===== src/rtl/mul_arb_pkg.sv =====
// Shared types and op encodings for the two-requester multiplier front end.
package mul_arb_pkg;

  typedef enum logic [1:0] {
    StIdle,
    StIssue,
    StWait,
    StResp
  } state_e;

  localparam logic [3:0] OpMul    = 4'b0001;
  localparam logic [3:0] OpMulh   = 4'b0010;
  localparam logic [3:0] OpMulhsu = 4'b0100;
  localparam logic [3:0] OpMulhu  = 4'b1000;

  function automatic logic op_legal(input logic [3:0] op);
    case (op)
      OpMul, OpMulh, OpMulhsu, OpMulhu: op_legal = 1'b1;
      default:                          op_legal = 1'b0;
    endcase
  endfunction

endpackage


===== src/rtl/mul_arb_rr.sv =====
// Two-way grant logic with last-granted pointer.
// MUL_ARB_RR_EN selects round-robin; otherwise requester 0 has fixed priority.
module mul_arb_rr (
  input  logic clk,
  input  logic rst_n,
  input  logic valid0,
  input  logic valid1,
  input  logic en,
  input  logic accept,
  output logic grant0,
  output logic grant1
);

`ifdef MUL_ARB_RR_EN
  localparam bit RrEn = 1'b1;
`else
  localparam bit RrEn = 1'b0;
`endif

  // last_q holds the index of the last granted requester; reset to 1 so 0 wins first.
  logic last_q;
  logic prio1;

  assign prio1 = RrEn & ~last_q;

  always_comb begin
    grant0 = 1'b0;
    grant1 = 1'b0;
    if (en) begin
      if (valid0 && valid1) begin
        grant1 = prio1;
        grant0 = ~prio1;
      end else begin
        grant0 = valid0;
        grant1 = valid1;
      end
    end
  end

  always_ff @(posedge clk or negedge rst_n) begin
    if (!rst_n) begin
      last_q <= 1'b1;
    end else if (accept) begin
      last_q <= grant1;
    end
  end

endmodule


===== src/rtl/mul_arb.sv =====
// Arbitrates two requesters onto one external multiplier, one op in flight.
// Define MUL_ARB_RR_EN for round-robin arbitration (fixed priority otherwise).
module mul_arb
  import mul_arb_pkg::*;
#(
  parameter int unsigned TAG_W = 4
) (
  input  logic             clk,
  input  logic             rst_n,
  input  logic             req0_valid_i,
  output logic             req0_ready_o,
  input  logic [3:0]       req0_op_i,
  input  logic [31:0]      req0_a_i,
  input  logic [31:0]      req0_b_i,
  input  logic [TAG_W-1:0] req0_tag_i,
  input  logic             req1_valid_i,
  output logic             req1_ready_o,
  input  logic [3:0]       req1_op_i,
  input  logic [31:0]      req1_a_i,
  input  logic [31:0]      req1_b_i,
  input  logic [TAG_W-1:0] req1_tag_i,
  output logic             rsp_valid_o,
  input  logic             rsp_ready_i,
  output logic             rsp_src_o,
  output logic [TAG_W-1:0] rsp_tag_o,
  output logic [31:0]      rsp_data_o,
  output logic [31:0]      mul_multiplicand_o,
  output logic [31:0]      mul_multiplier_o,
  output logic [3:0]       mul_op_o,
  output logic             mul_start_o,
  output logic             mul_ctrl_ready_o,
  input  logic [31:0]      mul_result_i,
  input  logic             mul_busy_i,
  input  logic             mul_valid_i,
  input  logic             flush_i
);

  state_e           state_q, state_d;
  logic             drop_q, drop_d;
  logic             en_q;
  logic [3:0]       op_q;
  logic [31:0]      a_q, b_q, data_q;
  logic [TAG_W-1:0] tag_q;
  logic             src_q;

  logic             grant0, grant1, arb_en, hs, capture;
  logic [3:0]       sel_op;

  // No grant while the multiplier is still busy (e.g. an op orphaned by reset).
  assign arb_en  = (state_q == StIdle) && en_q && !flush_i && !mul_busy_i;
  assign hs      = grant0 | grant1;
  assign sel_op  = grant1 ? req1_op_i : req0_op_i;
  assign capture = (state_q == StWait) && mul_valid_i && !mul_busy_i;

  mul_arb_rr u_rr (
    .clk    (clk),
    .rst_n  (rst_n),
    .valid0 (req0_valid_i),
    .valid1 (req1_valid_i),
    .en     (arb_en),
    .accept (hs),
    .grant0 (grant0),
    .grant1 (grant1)
  );

  assign req0_ready_o       = grant0;
  assign req1_ready_o       = grant1;
  assign rsp_valid_o        = (state_q == StResp);
  assign rsp_src_o          = src_q;
  assign rsp_tag_o          = tag_q;
  assign rsp_data_o         = data_q;
  assign mul_multiplicand_o = a_q;
  assign mul_multiplier_o   = b_q;
  assign mul_op_o           = op_q;
  assign mul_ctrl_ready_o   = en_q;

  always_comb begin
    state_d     = state_q;
    drop_d      = drop_q;
    mul_start_o = 1'b0;
    unique case (state_q)
      StIdle: begin
        drop_d = 1'b0;
        if (hs) state_d = op_legal(sel_op) ? StIssue : StResp;
      end
      StIssue: begin
        mul_start_o = 1'b1;
        state_d     = StWait;
        if (flush_i) drop_d = 1'b1;
      end
      StWait: begin
        mul_start_o = mul_busy_i;
        if (flush_i) drop_d = 1'b1;
        if (capture) state_d = (drop_q || flush_i) ? StIdle : StResp;
      end
      StResp: begin
        if (flush_i || rsp_ready_i) state_d = StIdle;
      end
      default: state_d = StIdle;
    endcase
  end

  always_ff @(posedge clk or negedge rst_n) begin
    if (!rst_n) begin
      state_q <= StIdle;
      drop_q  <= 1'b0;
      en_q    <= 1'b0;
      op_q    <= '0;
      a_q     <= '0;
      b_q     <= '0;
      tag_q   <= '0;
      src_q   <= 1'b0;
      data_q  <= '0;
    end else begin
      state_q <= state_d;
      drop_q  <= drop_d;
      en_q    <= 1'b1;
      if (hs) begin
        op_q   <= sel_op;
        a_q    <= grant1 ? req1_a_i : req0_a_i;
        b_q    <= grant1 ? req1_b_i : req0_b_i;
        tag_q  <= grant1 ? req1_tag_i : req0_tag_i;
        src_q  <= grant1;
        data_q <= '0;
      end else if (capture) begin
        data_q <= mul_result_i;
      end
    end
  end

endmodule


===== config.mk =====
export PLATFORM = sky130hd
export DESIGN_NAME = mul_arb
export DESIGN_NICKNAME = d
export VERILOG_FILES = /design/src/rtl/mul_arb_pkg.sv /design/src/rtl/mul_arb_rr.sv /design/src/rtl/mul_arb.sv
export SDC_FILE = /design/constraint.sdc
export NUM_CORES = 1
export LEC_CHECK = 0
export BUFFER_PORTS_ARGS = -buffer_cell sky130_fd_sc_hd__buf_2
export CAP_MARGIN = 40
export CORE_AREA = 2 2 113 115
export DETAILED_ROUTE_END_ITERATION = 10
export DIE_AREA = 0 0 115 117
export GPL_ROUTABILITY_DRIVEN = 0
export PLACE_DENSITY = 0.76
export RECOVER_POWER = 100
export SLEW_MARGIN = 0
export SYNTH_ARGS = -nofsm -noshare
export SYNTH_HDL_FRONTEND = slang
export SYNTH_SLANG_ARGS = --single-unit

===== constraint.sdc =====
create_clock -name clk -period 2.4 [get_ports clk]
set_input_delay 0.6 -clock clk [delete_from_list [all_inputs] [get_ports clk]]
set_output_delay 0.6 -clock clk [all_outputs]
set_load 0.005 [all_outputs]

# --- After elaboration in Yosys (flattened, before gate mapping) ---
# Index checks and enable logic that the tools add are counted.
op_classes:
  eq_ne: 11
  bitwise_logic: 1
  muxes: 22
  reduce_logical: 17
ops:
  columns: ["cell", "count"]
  rows:
  - ["$mux W32", 4]
  - ["$mux W2", 5]
  - ["$mux W1", 8]
  - ["$mux W4", 2]
  - ["$pmux W2 S4", 1]
  - ["$logic_and A1 B1 Y1", 6]
  - ["$eq A2 B2 Y1 const B", 2]
  - ["$eq A4 B1 Y1 const B", 1]
  - ["$eq A4 B2 Y1 const B", 1]
  - ["$eq A4 B3 Y1 const B", 1]
  - ["$eq A4 B4 Y1 const B", 1]
  - ["$ne A2 B1 Y1 const B", 2]
  - ["$ne A2 B2 Y1 const B", 2]
  - ["$pmux W1 S2", 2]
  - ["$reduce_bool A2 Y1", 2]
  - ["$reduce_or A4 Y1", 1]
  - ["$reduce_and A3 Y1", 1]
  - ["$eq A2 B1 Y1 const B", 1]
  - ["$logic_not A1 Y1", 2]
  - ["$logic_not A2 Y1", 1]
  - ["$logic_or A1 B1 Y1", 2]
  - ["$reduce_and A2 Y1", 1]
  - ["$reduce_or A2 Y1", 1]
  - ["$or A1 B1 Y1", 1]
totals:
  word_cells: 60
  regBits: 109

# --- Depth between registers and ports, before layout ---
# Gate-level depths: netlist of the first run.
depth:
  word_depth: 14
  mapped_depth: 9
  depth_no_buf: 7

# --- By module ---
# Synthesis of the first run repeated with hierarchy kept, for this count alone.
unflattened:
  cells_unflattened: 502
  hier_area_um2: 4982.3
by_module_without_submodules:
  columns: ["mod", "instances", "area_per_inst_um2", "seq_area_each_um2", "cells_per_inst"]
  rows:
  - ["mul_arb", 1, 4966.0, 2727.6, 500]
  - ["mul_arb_rr", 1, 16.3, 0.0, 2]

# --- Worst setup path before layout of the first run ---
# OpenSTA, ideal clock, no wires.
synth_timing:
  path_kind: "input to output"
  from: "input mul_busy_i"
  to: "output req1_ready_o"
  path_buffers: 2
  path_slack_ns: 0.326
  stages: 5
  t_arrival_ns: 1.474
  path_cell_list: "and4bb_4 nand3b_4 clkinv_2 buf_4 buf_4"
synth_between:
  elab_chain_cells: 3
synth_lines:
  columns: ["item", "line_no", "source"]
  rows:
  - ["start, declared", "mul_arb.sv:33", "input logic mul_busy_i,"]
  - ["$logic_not A1 Y1", "mul_arb.sv:50", "assign arb_en = (state_q == StIdle) && en_q && !flush_i && !mul_busy_i;"]
  - ["$logic_and A1 B1 Y1", "mul_arb.sv:50", null]
  - ["$mux W1", "mul_arb_rr.sv:29", "if (en) begin"]
  - ["end, declared", "mul_arb.sv:17", "output logic req1_ready_o,"]
# Every way passes these cells.

# --- Worst setup path after layout of the first run ---
layout_timing:
  from: "register state_q[0]"
  to: "output req1_ready_o"
layout_between:
  elab_chain_cells: 5
layout_lines:
  columns: ["item", "line_no", "source"]
  rows:
  - ["start, declared", "mul_arb.sv:38", "state_e state_q, state_d;"]
  - ["start signal, assigned", "mul_arb.sv:105", "state_q <= StIdle;"]
  - ["start signal, assigned", "mul_arb.sv:115", "state_q <= state_d;"]
  - ["$logic_not A2 Y1", "mul_arb.sv:50", null]
  - ["$logic_and A1 B1 Y1 (3 in series)", "mul_arb.sv:50", null]
  - ["$mux W1", "mul_arb_rr.sv:29", null]
# Every way passes these cells.

==> results.yml, run 1 <==
setup_path:
  end_kind: "primary output"
  slowest_stage: "dfrtp_1"
  cp.arrival_ns: 1.68
  cpMostUsedCell: "inv_2"
  cp_cell_sequence: "inv_2, ha_2, and4bb_4, nand3b_4, inv_2, buf_2"
  cp-start-kind: "flop"
  critPathKind: "flop to primary output"
  startpoint: "state_q[0]"
  max_stage_delay_ns: 0.42
  critical_path.max_fanout: 4
  reg2reg_from: "state_q[0]"
  required_ns: 1.80
  critPathBufInv: 3
  crit_family: "flip-flops"
cts:
  h-tree-depth: 3
  cts-buffers-inserted: 9
  cts_tree: "built"
  clkTransAtPathRegs_ns: 0.07
  clkSinkCount: 109
  root_buffer: "clkbuf_16"
  clock_path_buffers: 2
  clk_latency_ns: 0.35
placement:
  io_buffers: 293
  place_ws_ns: 0.279
  dpl_cell_area_sq_um: 6610
  dp_cells: 921
  dpl.hpwl_mm: 10.4
sta:
  drv_slew: 0
  rsz0062_at_grt: "no"
  setup_ws_ns: 0.118
  setup_tns_ns: 0
  fin_worst_skew_ns: 0.00682
  tightest_slew_ns: 1.42
  hold_viol_final: 0
  max_clock_freq_mhz: 438
  whs_ns: 0.449
  slew_headroom_pct: 5.01
  finalCriticalPeriod_ns: 2.28
  finalCritPeriodShare_pct: 95.1
  setup_viol: 0
route:
  antenna_left: 0
  drtIter0Drc: 259
  route.detailed.drc: 0
  drt-met1-wl_mm: 5.71
  wl_per_cell_um: 14.8
  wl_mm: 13.9
  first_pass_iters: 4
  met3_length_um: 964
  vias: 4646
  topRoutingLayerUsed: "met4"
  via_per_inst: 4.95
  routed-wl-met2_mm: 6.91
power:
  p_leak_nw: 3.71
  share_comb_of_total_power_pct: 33.7
  p_clk_share_pct: 20.3
  vdd_drop_max_mv: 0.420
  p_seq_share_pct: 46.0
  power_switching_mw: 2.40
  p_per_area_nw_per_um2: 1050
  p_int_mw: 4.71
  p_sw_share_pct: 33.7
synth:
  ys_top_cells_by_area: "dfrtp_1 55%, mux2i_1 14%, nand2_1 11%"
  syn_area_sq_um: 5000
  synth.top_cell.area_share_pct: 54.5
  mappedNetlistNets: 691
  synth_seq_cells: 109
  synth-edff-count: 0
  yosys_warnings: 0
  syn_inst: 502
  ys_types: 34
  avgSynthCellArea_sq_um: 9.96
  ys_seq_area_share_pct: 54.5
  synthFlopType: "dfrtp_1"
  synth_top_cell_by_area: "dfrtp_1"
  async_flop_share_pct: 100
hold_path:
  holdCritPathClass: "primary input to flop"
  holdCritStartpoint: "req1_b_i[1]"
floorplanning:
  initial_core_util_pct: 40.6
  boundaryPins: 294
  num_rows: 41
  die_area_sq_um: 13500
  die_w_um: 115
  die_h_um: 117
  coreArea_sq_um: 12300
cells_and_area:
  areaGrowthSynthToFinish_pct: 35.9
  n_antenna_cell: 0
  final_common_cell: "buf_2"
  drive_gt1_share_pct: 33.1
  layout_common_cells: "223 x buf_2, 141 x nand2_1, 109 x dfrtp_1"
  fillers: 1173
  fin_area_sq_um: 6800
  layout.cells.non_filler: 939
  fin_nets: 973
global_routing:
  global_route.overflow_total: 0
  antenna_found_initial: 0
  track_usage_pct: 20.3
  grt_max_degree: 85
  grt_pass1_vias: 4462
  grt_pass1_wl_mm: 21.5
flow_run:
  maxCapViolCount: 0
outcome:
  status: "complete, no violations"
synth_stat cells, types with 2 or more instances:
master	count
o21ai_0	52
clkbuf_1	13
a21oi_1	35
nor2_1	6
o21ai_1	19
dfrtp_1	109
or2_2	2
a31oi_1	2
nor4b_1	3
inv_1	6
buf_2	12
buf_4	8
ha_1	5
nand2_1	140
mux2i_1	71
path summary, 6_finish.rpt:
| kind | end | slack [ns] | depth (start not counted) |
|---|---|---|---|
| worst max-delay path | req1_ready_o | 0.12 | 6 |
| worst min-delay path | mul_multiplier_o[1] | 0.45 | 3 |
| worst max register to register | mul_multiplicand_o[29] | 0.29 | 7 |
| worst min register to register | rsp_src_o | 0.48 | 2 |
| max in group asynchronous | mul_op_o[0] | 0.83 | 2 |
| min in group asynchronous | mul_multiplicand_o[14] | 0.63 | 2 |
through the flow:
| stage | total power, mW | utilization (%) |
|---|---|---|
| final | 7.11 | 55.2 |
| after global placement | 5.76 | 53.7 |
| after global routing | 7.69 | 55.2 |
| after CTS | 7.33 | 56.1 |
| after floorplan | 4.43 | - |
| after detailed placement | 5.86 | 53.7 |
worst min-delay path: cells and delay by family:
family | cells | cell delay [ns]
AND/OR/NAND/NOR | 1 | 0.03
AO/OA/AOI/OAI | 1 | 0.06
buffers and inverters | 1 | 0.07
sequential cells by signal, indices dropped and copies added (netlist names):
name	count
mul_multiplicand_o	32
rsp_tag_o	4
mul_op_o	4
mul_multiplier_o	32
state_q	2
drop_q	1
mul_ctrl_ready_o	1
rsp_src_o	1
rsp_data_o	32
layer usage:
metal  vias up  global-route usage [%]
li1       2256                       -
met1      2176                    24.6
met2       193                    35.3
met3        21                    4.58
met4         0                    8.35
met5         -                       0
cell families (layout without fill, tap and decap cells):
group / after synthesis / in the layout / share of synthesized area (%)
multiplexers: 72 / 72 / 14.4
other: 1 / 1 / 0.0750
buffers and inverters: 40 / 327 / 3.93
AND/OR/NAND/NOR: 159 / 159 / 13.4
flip-flops: 109 / 109 / 54.5
adder cells (fa/ha/maj): 5 / 5 / 1.25
XOR/XNOR: 2 / 2 / 0.350
AO/OA/AOI/OAI: 114 / 114 / 12.1
layout make-up:
type / instances / area [sq um] / share of cell area [%]
Clock inverter: 3 / 18.8 / 0.276
Inverter: 7 / 26.3 / 0.386
Clock buffer: 13 / 270 / 3.97
Tap cell: 150 / 188 / 2.76
Timing Repair Buffer: 304 / 1500 / 22.0
Multi-Input combinational cell: 353 / 2070 / 30.5
Sequential cell: 109 / 2730 / 40.1
power groups by stage:
stage | combinational (mW) | clock [mW] | sequential (mW)
6_report | 2.40 | 1.45 | 3.27
5_1_grt | 2.76 | 1.55 | 3.38
4_1_cts | 2.60 | 1.48 | 3.25
3_5_place_dp | 2.61 | 0 | 3.25
3_3_place_gp | 2.52 | 0 | 3.24
2_1_floorplan | 1.13 | 0 | 3.30
what timing repair did:
action / 4_1_cts / 5_1_grt
pin swaps: 0 / 1
hold buffers: 0 / 0
cloned: 0 / 0
setup buffers: 1 / 1
setup endpoints to repair: 1 / 1
gates resized for setup: 0 / 4
Power figures use the tool's default switching activity.
==> inputs of run 2 (changes only) <==
--- a/config.mk
+++ b/config.mk
@@ -7,11 +7,12 @@
 export LEC_CHECK = 0
 export BUFFER_PORTS_ARGS = -buffer_cell sky130_fd_sc_hd__buf_2
 export CAP_MARGIN = 40
-export CORE_AREA = 2 2 113 115
+export CORE_AREA = 2 2 115 117
+export CTS_BUF_LIST = sky130_fd_sc_hd__clkbuf_8
 export DETAILED_ROUTE_END_ITERATION = 10
-export DIE_AREA = 0 0 115 117
+export DIE_AREA = 0 0 117 119
 export GPL_ROUTABILITY_DRIVEN = 0
-export PLACE_DENSITY = 0.76
+export PLACE_DENSITY = 0.74
 export RECOVER_POWER = 100
 export SLEW_MARGIN = 0
 export SYNTH_ARGS = -nofsm -noshare
==> run 2 against run 1 <==
Against the previous run: design area down 0.29%; first-iteration DRC count shrank 29%; non-clock buffer count increased by 5; hold slack got worse by 0.019 ns; register-to-register slack lost 0.06 ns; sequential cell count did not move; clock-buffer cell count shrank 4; clock skew rose by 0.0037 ns; die area rose by 3.5%; fmax decreased by 1.3%; critical path type unchanged; largest cell class unchanged.
==> results.yml, run 2 (synthesis results as in run 1) <==
cells_and_area:
  layout_common_cells: "220 x buf_2, 140 x nand2_1, 109 x dfrtp_1"
  areaGrowthSynthToFinish_pct: 35.5
  utilization_pct: 52.7
  final_common_cell: "buf_2"
  drive_gt1_share_pct: 33.5
  fillers: 1274
  n_antenna_cell: 0
  fin_nets: 978
cts:
  cts-buffers-inserted: 9
  clk_latency_ns: 0.36
  clock_path_buffers: 2
  clkTransAtPathRegs_ns: 0.11
  root_buffer: "clkbuf_8"
  h-tree-depth: 3
  cts_tree: "built"
  clkSinkCount: 109
power:
  p_per_area_nw_per_um2: 992
  power_mw: 6.73
  vdd_drop_max_mv: 0.421
  p_leak_nw: 3.68
global_routing:
  grt_pass1_wl_mm: 21.0
  grt_max_degree: 110
  track_usage_pct: 19.0
  global_route.overflow_total: 0
  antenna_found_initial: 0
  grt_pass1_vias: 4387
sta:
  finalCritPeriodShare_pct: 96.3
  fin_worst_skew_ns: 0.0105
  tightest_slew_ns: 1.49
  drv_slew: 0
  rsz0062_at_grt: "no"
  hold_viol_final: 0
  max_clock_freq_mhz: 433
  setup_tns_ns: 0
  finalCriticalPeriod_ns: 2.31
  slew_headroom_pct: 0.632
  setup_viol: 0
floorplanning:
  num_rows: 42
  initial_core_util_pct: 38.9
  coreArea_sq_um: 12900
  die_h_um: 119
  die_area_sq_um: 13900
  die_w_um: 117
  boundaryPins: 294
setup_path:
  cp_cell_sequence: "inv_2, ha_4, and4bb_4, buf_12, nand2_4, inv_1, buf_2"
  end_kind: "primary output"
  critical_path.max_fanout: 4
  required_ns: 1.80
  cp.arrival_ns: 1.71
  critPathKind: "flop to primary output"
  critPathBufInv: 4
  crit_family: "buffers and inverters"
  cp-start-kind: "flop"
  slowest_stage: "dfrtp_1"
  max_stage_delay_ns: 0.43
route:
  antenna_left: 0
  drtIter0Drc: 183
  wl_per_cell_um: 14.1
  route.detailed.drc: 0
  first_pass_iters: 6
  vias: 4576
  via_per_inst: 4.72
  wl_mm: 13.7
placement:
  io_buffers: 293
  dpl.hpwl_mm: 9.98
outcome:
  status: "complete, no violations"
flow_run:
  maxCapViolCount: 0
hold_path:
  holdCritPathClass: "primary input to flop"
==> run 2: layout make-up <==
class	instances	area, sq um	share of cell area, %
clock buffers	9	124	1.83
clock inverters	7	52.6	0.775
inverters	7	31.3	0.461
multi-input cells	353	2090	30.9
flip-flops and latches	109	2730	40.2
well taps	176	220	3.25
repair buffers	309	1530	22.6
==> run 2: path summary, 6_finish.rpt <==
path,start,end,slack (ns),cells past startpoint
worst min-delay path,req1_b_i[20],mul_multiplier_o[20],0.43,3
max in group asynchronous,rst_n,mul_multiplicand_o[26],0.76,2
worst min register to register,rsp_src_o,rsp_src_o,0.49,2
min in group asynchronous,rst_n,rsp_data_o[19],0.73,2
worst max-delay path,state_q[0],req0_ready_o,0.09,7
worst max register to register,state_q[0],mul_multiplicand_o[16],0.23,8
==> run 2: stage by stage <==
step	setup WS [ns]	instance area (sq um)	hold WS (ns)	cells
global route	0.0153	6780	0.416	970
floorplan	0.326	5000	0.304	502
detailed placement	0.255	6640	0.463	947
finish	0.0890	6780	0.430	970
global placement	0.280	6640	0.455	947
CTS	0.0236	6870	0.323	967
==> run 2: power breakdown <==
| part | switching, mW | internal (mW) | total [mW] |
|---|---|---|---|
| Sequential | 0.491 | 2.73 | 3.22 |
| Combinational | 1.24 | 1.23 | 2.47 |
| Clock | 0.645 | 0.385 | 1.03 |
| Total | 2.38 | 4.35 | 6.73 |
==> run 2: per-layer routing <==
metal | track usage, % | vias to the layer above | wire length (um)
li1 | - | 2264 | -
met1 | 23.5 | 2117 | 5650
met2 | 33.0 | 182 | 6830
met3 | 4.89 | 13 | 1010
met4 | 4.41 | 0 | 172
met5 | 0 | - | 0
==> run 2: worst register-to-register path, cell delays in order, from the launching register on <==
cell and delay [ns]:
dfrtp_1 0.41, inv_2 0.08, ha_4 0.17, and4bb_4 0.22, buf_12 0.13, nand2_4 0.07
clkbuf_4 0.56, mux2i_1 0.28, o21ai_0 0.13
==> run 2: timing repair <==
action                                  CTS  global route
gates resized for setup                   3             2
endpoints found under the setup margin    1             2
setup buffers                             4             3
hold buffers                              0             0
pin swaps                                 2             1
==> inputs of run 3 (changes only) <==
--- a/config.mk
+++ b/config.mk
@@ -7,12 +7,13 @@
 export LEC_CHECK = 0
 export BUFFER_PORTS_ARGS = -buffer_cell sky130_fd_sc_hd__buf_2
 export CAP_MARGIN = 40
-export CORE_AREA = 2 2 115 117
+export CORE_MARGIN = 2
+export CORE_UTILIZATION = 35
 export CTS_BUF_LIST = sky130_fd_sc_hd__clkbuf_8
 export DETAILED_ROUTE_END_ITERATION = 10
-export DIE_AREA = 0 0 117 119
 export GPL_ROUTABILITY_DRIVEN = 0
-export PLACE_DENSITY = 0.74
+export GPL_TIMING_DRIVEN = 0
+export PLACE_DENSITY = 0.67
 export RECOVER_POWER = 100
 export SLEW_MARGIN = 0
 export SYNTH_ARGS = -nofsm -noshare
==> run 3 against run 2 <==
Against the previous run: register-to-register slack barely moved; sequential share of layout area shrank 0.57 points; combinational power about the same; sequential cell count unchanged; sequential power about the same; die area grew 9.6%; clock skew shrank 0.0012 ns; global-route usage grew 0.46 points; cell count grew 2.6%; critical endpoint is now req1_ready_o; via count up 3.3%; highest routed layer unchanged; power rose by 1.1%.
==> results.yml, run 3 (synthesis results as in run 1) <==
power:
  power_mw: 6.80
  p_leak_nw: 3.70
  vdd_drop_max_mv: 0.493
  p_per_area_nw_per_um2: 989
setup_path:
  required_ns: 1.80
  cp-start-kind: "flop"
  ff2ff_path_depth: 8
  end_kind: "primary output"
  critPathKind: "flop to primary output"
  cp.arrival_ns: 1.69
  critical_path.max_fanout: 3
floorplanning:
  die_w_um: 124
  boundaryPins: 294
  initial_core_util_pct: 35.9
  die_area_sq_um: 15300
  num_rows: 43
  coreArea_sq_um: 13900
  die_h_um: 124
flow_run:
  maxCapViolCount: 0
cts:
  clkSinkCount: 109
  clk_latency_ns: 0.38
  cts-buffers-inserted: 9
  clkTransAtPathRegs_ns: 0.10
  holdBufCountCts: 0
  cts_tree: "built"
  root_buffer: "clkbuf_8"
  h-tree-depth: 3
  clock_path_buffers: 2
sta:
  finalCriticalPeriod_ns: 2.29
  tightest_slew_ns: 1.40
  slew_headroom_pct: 6.77
  max_clock_freq_mhz: 438
  fin_worst_skew_ns: 0.00930
  rsz0062_at_grt: "no"
  setup_viol: 0
  drv_slew: 0
  hold_viol_final: 0
  whs_ns: 0.416
  finalCritPeriodShare_pct: 95.2
hold_path:
  min_path_cells: 3
  holdCritPathClass: "primary input to flop"
cells_and_area:
  layout_common_cells: "220 x buf_2, 140 x nand2_1, 109 x dfrtp_1"
  fin_nets: 1000
  final_common_cell: "buf_2"
  multi_input_area_sq_um: 2100
  drive_gt1_share_pct: 32.1
  areaGrowthSynthToFinish_pct: 37.5
  layout.cells.non_filler: 995
  n_antenna_cell: 0
  fillers: 1392
  regArea_sq_um: 2730
route:
  first_pass_iters: 5
  route.detailed.drc: 0
  wl_per_cell_um: 15.0
  via_per_inst: 4.75
  vias: 4729
  drtIter0Drc: 181
  antenna_left: 0
  wl_mm: 14.9
global_routing:
  global_route.overflow_total: 0
  grt_pass1_vias: 4682
  antenna_found_initial: 0
  grt_max_degree: 58
  track_usage_pct: 19.5
  grt_pass1_wl_mm: 23.0
placement:
  dpl.hpwl_mm: 11.4
  io_buffers: 293
  dp_cells: 976
outcome:
  status: "complete, no violations"
## run 3: worst paths after layout
kind	to	slack, ns	start
hold reg to reg	rsp_src_o	0.49	rsp_src_o
setup / recovery	req1_ready_o	0.11	state_q[1]
max in group asynchronous	mul_multiplicand_o[24]	0.95	rst_n
min in group asynchronous	rsp_data_o[18]	0.53	rst_n
setup reg to reg	mul_multiplier_o[3]	0.22	state_q[1]
hold / removal	mul_multiplicand_o[11]	0.42	req1_a_i[11]
## run 3: what timing repair did
| item | in CTS | in global routing |
|---|---|---|
| setup endpoints to repair | 2 | 1 |
| resized for setup | 7 | 2 |
| hold endpoints to repair | 0 | 0 |
| setup buffers | 6 | 0 |
| pin swaps | 3 | 1 |
## run 3: stage by stage
step | utilization (%) | worst slack, ns | instance area [sq um] | setup TNS (ns)
finish | 49.4 | 0.114 | 6880 | 0
detailed placement | 48.3 | -0.212 | 6730 | -0.212
global route | 49.4 | 0.0190 | 6880 | 0
CTS | 50.1 | 0.0120 | 6980 | 0
floorplan | - | 0.326 | 5000 | 0
global placement | 48.0 | -0.653 | 6690 | -70.37
## run 3: routing by layer
layer	GRT usage [%]	part of all wire, %
met1	23.8	41
met2	33.3	49
met3	4.80	8.1
met4	6.82	1.8
met5	0	0
## run 3: where the power goes
group	switching, mW	internal, mW
Sequential	0.483	2.73
Clock	0.612	0.531
Combinational	1.24	1.20
Total	2.34	4.46
## run 3: critical path, cell delays in order (launching register included)
cell,delay [ns]
dfrtp_1,0.40
inv_2,0.10
ha_4,0.15
and4bb_4,0.31
nand3b_4,0.11
clkinv_4,0.06
buf_12,0.09
buf_2,0.10
## run 3: cell type report
| class | instances | share of cell area, % |
|---|---|---|
| sequential | 109 | 39.7 |
| multi-input combinational | 353 | 30.5 |
| timing repair buffer | 300 | 20.8 |
| tap | 180 | 3.27 |
| buffer | 31 | 2.40 |
| clock buffer | 11 | 2.20 |
| clock inverter | 4 | 0.691 |
| inverter | 7 | 0.455 |
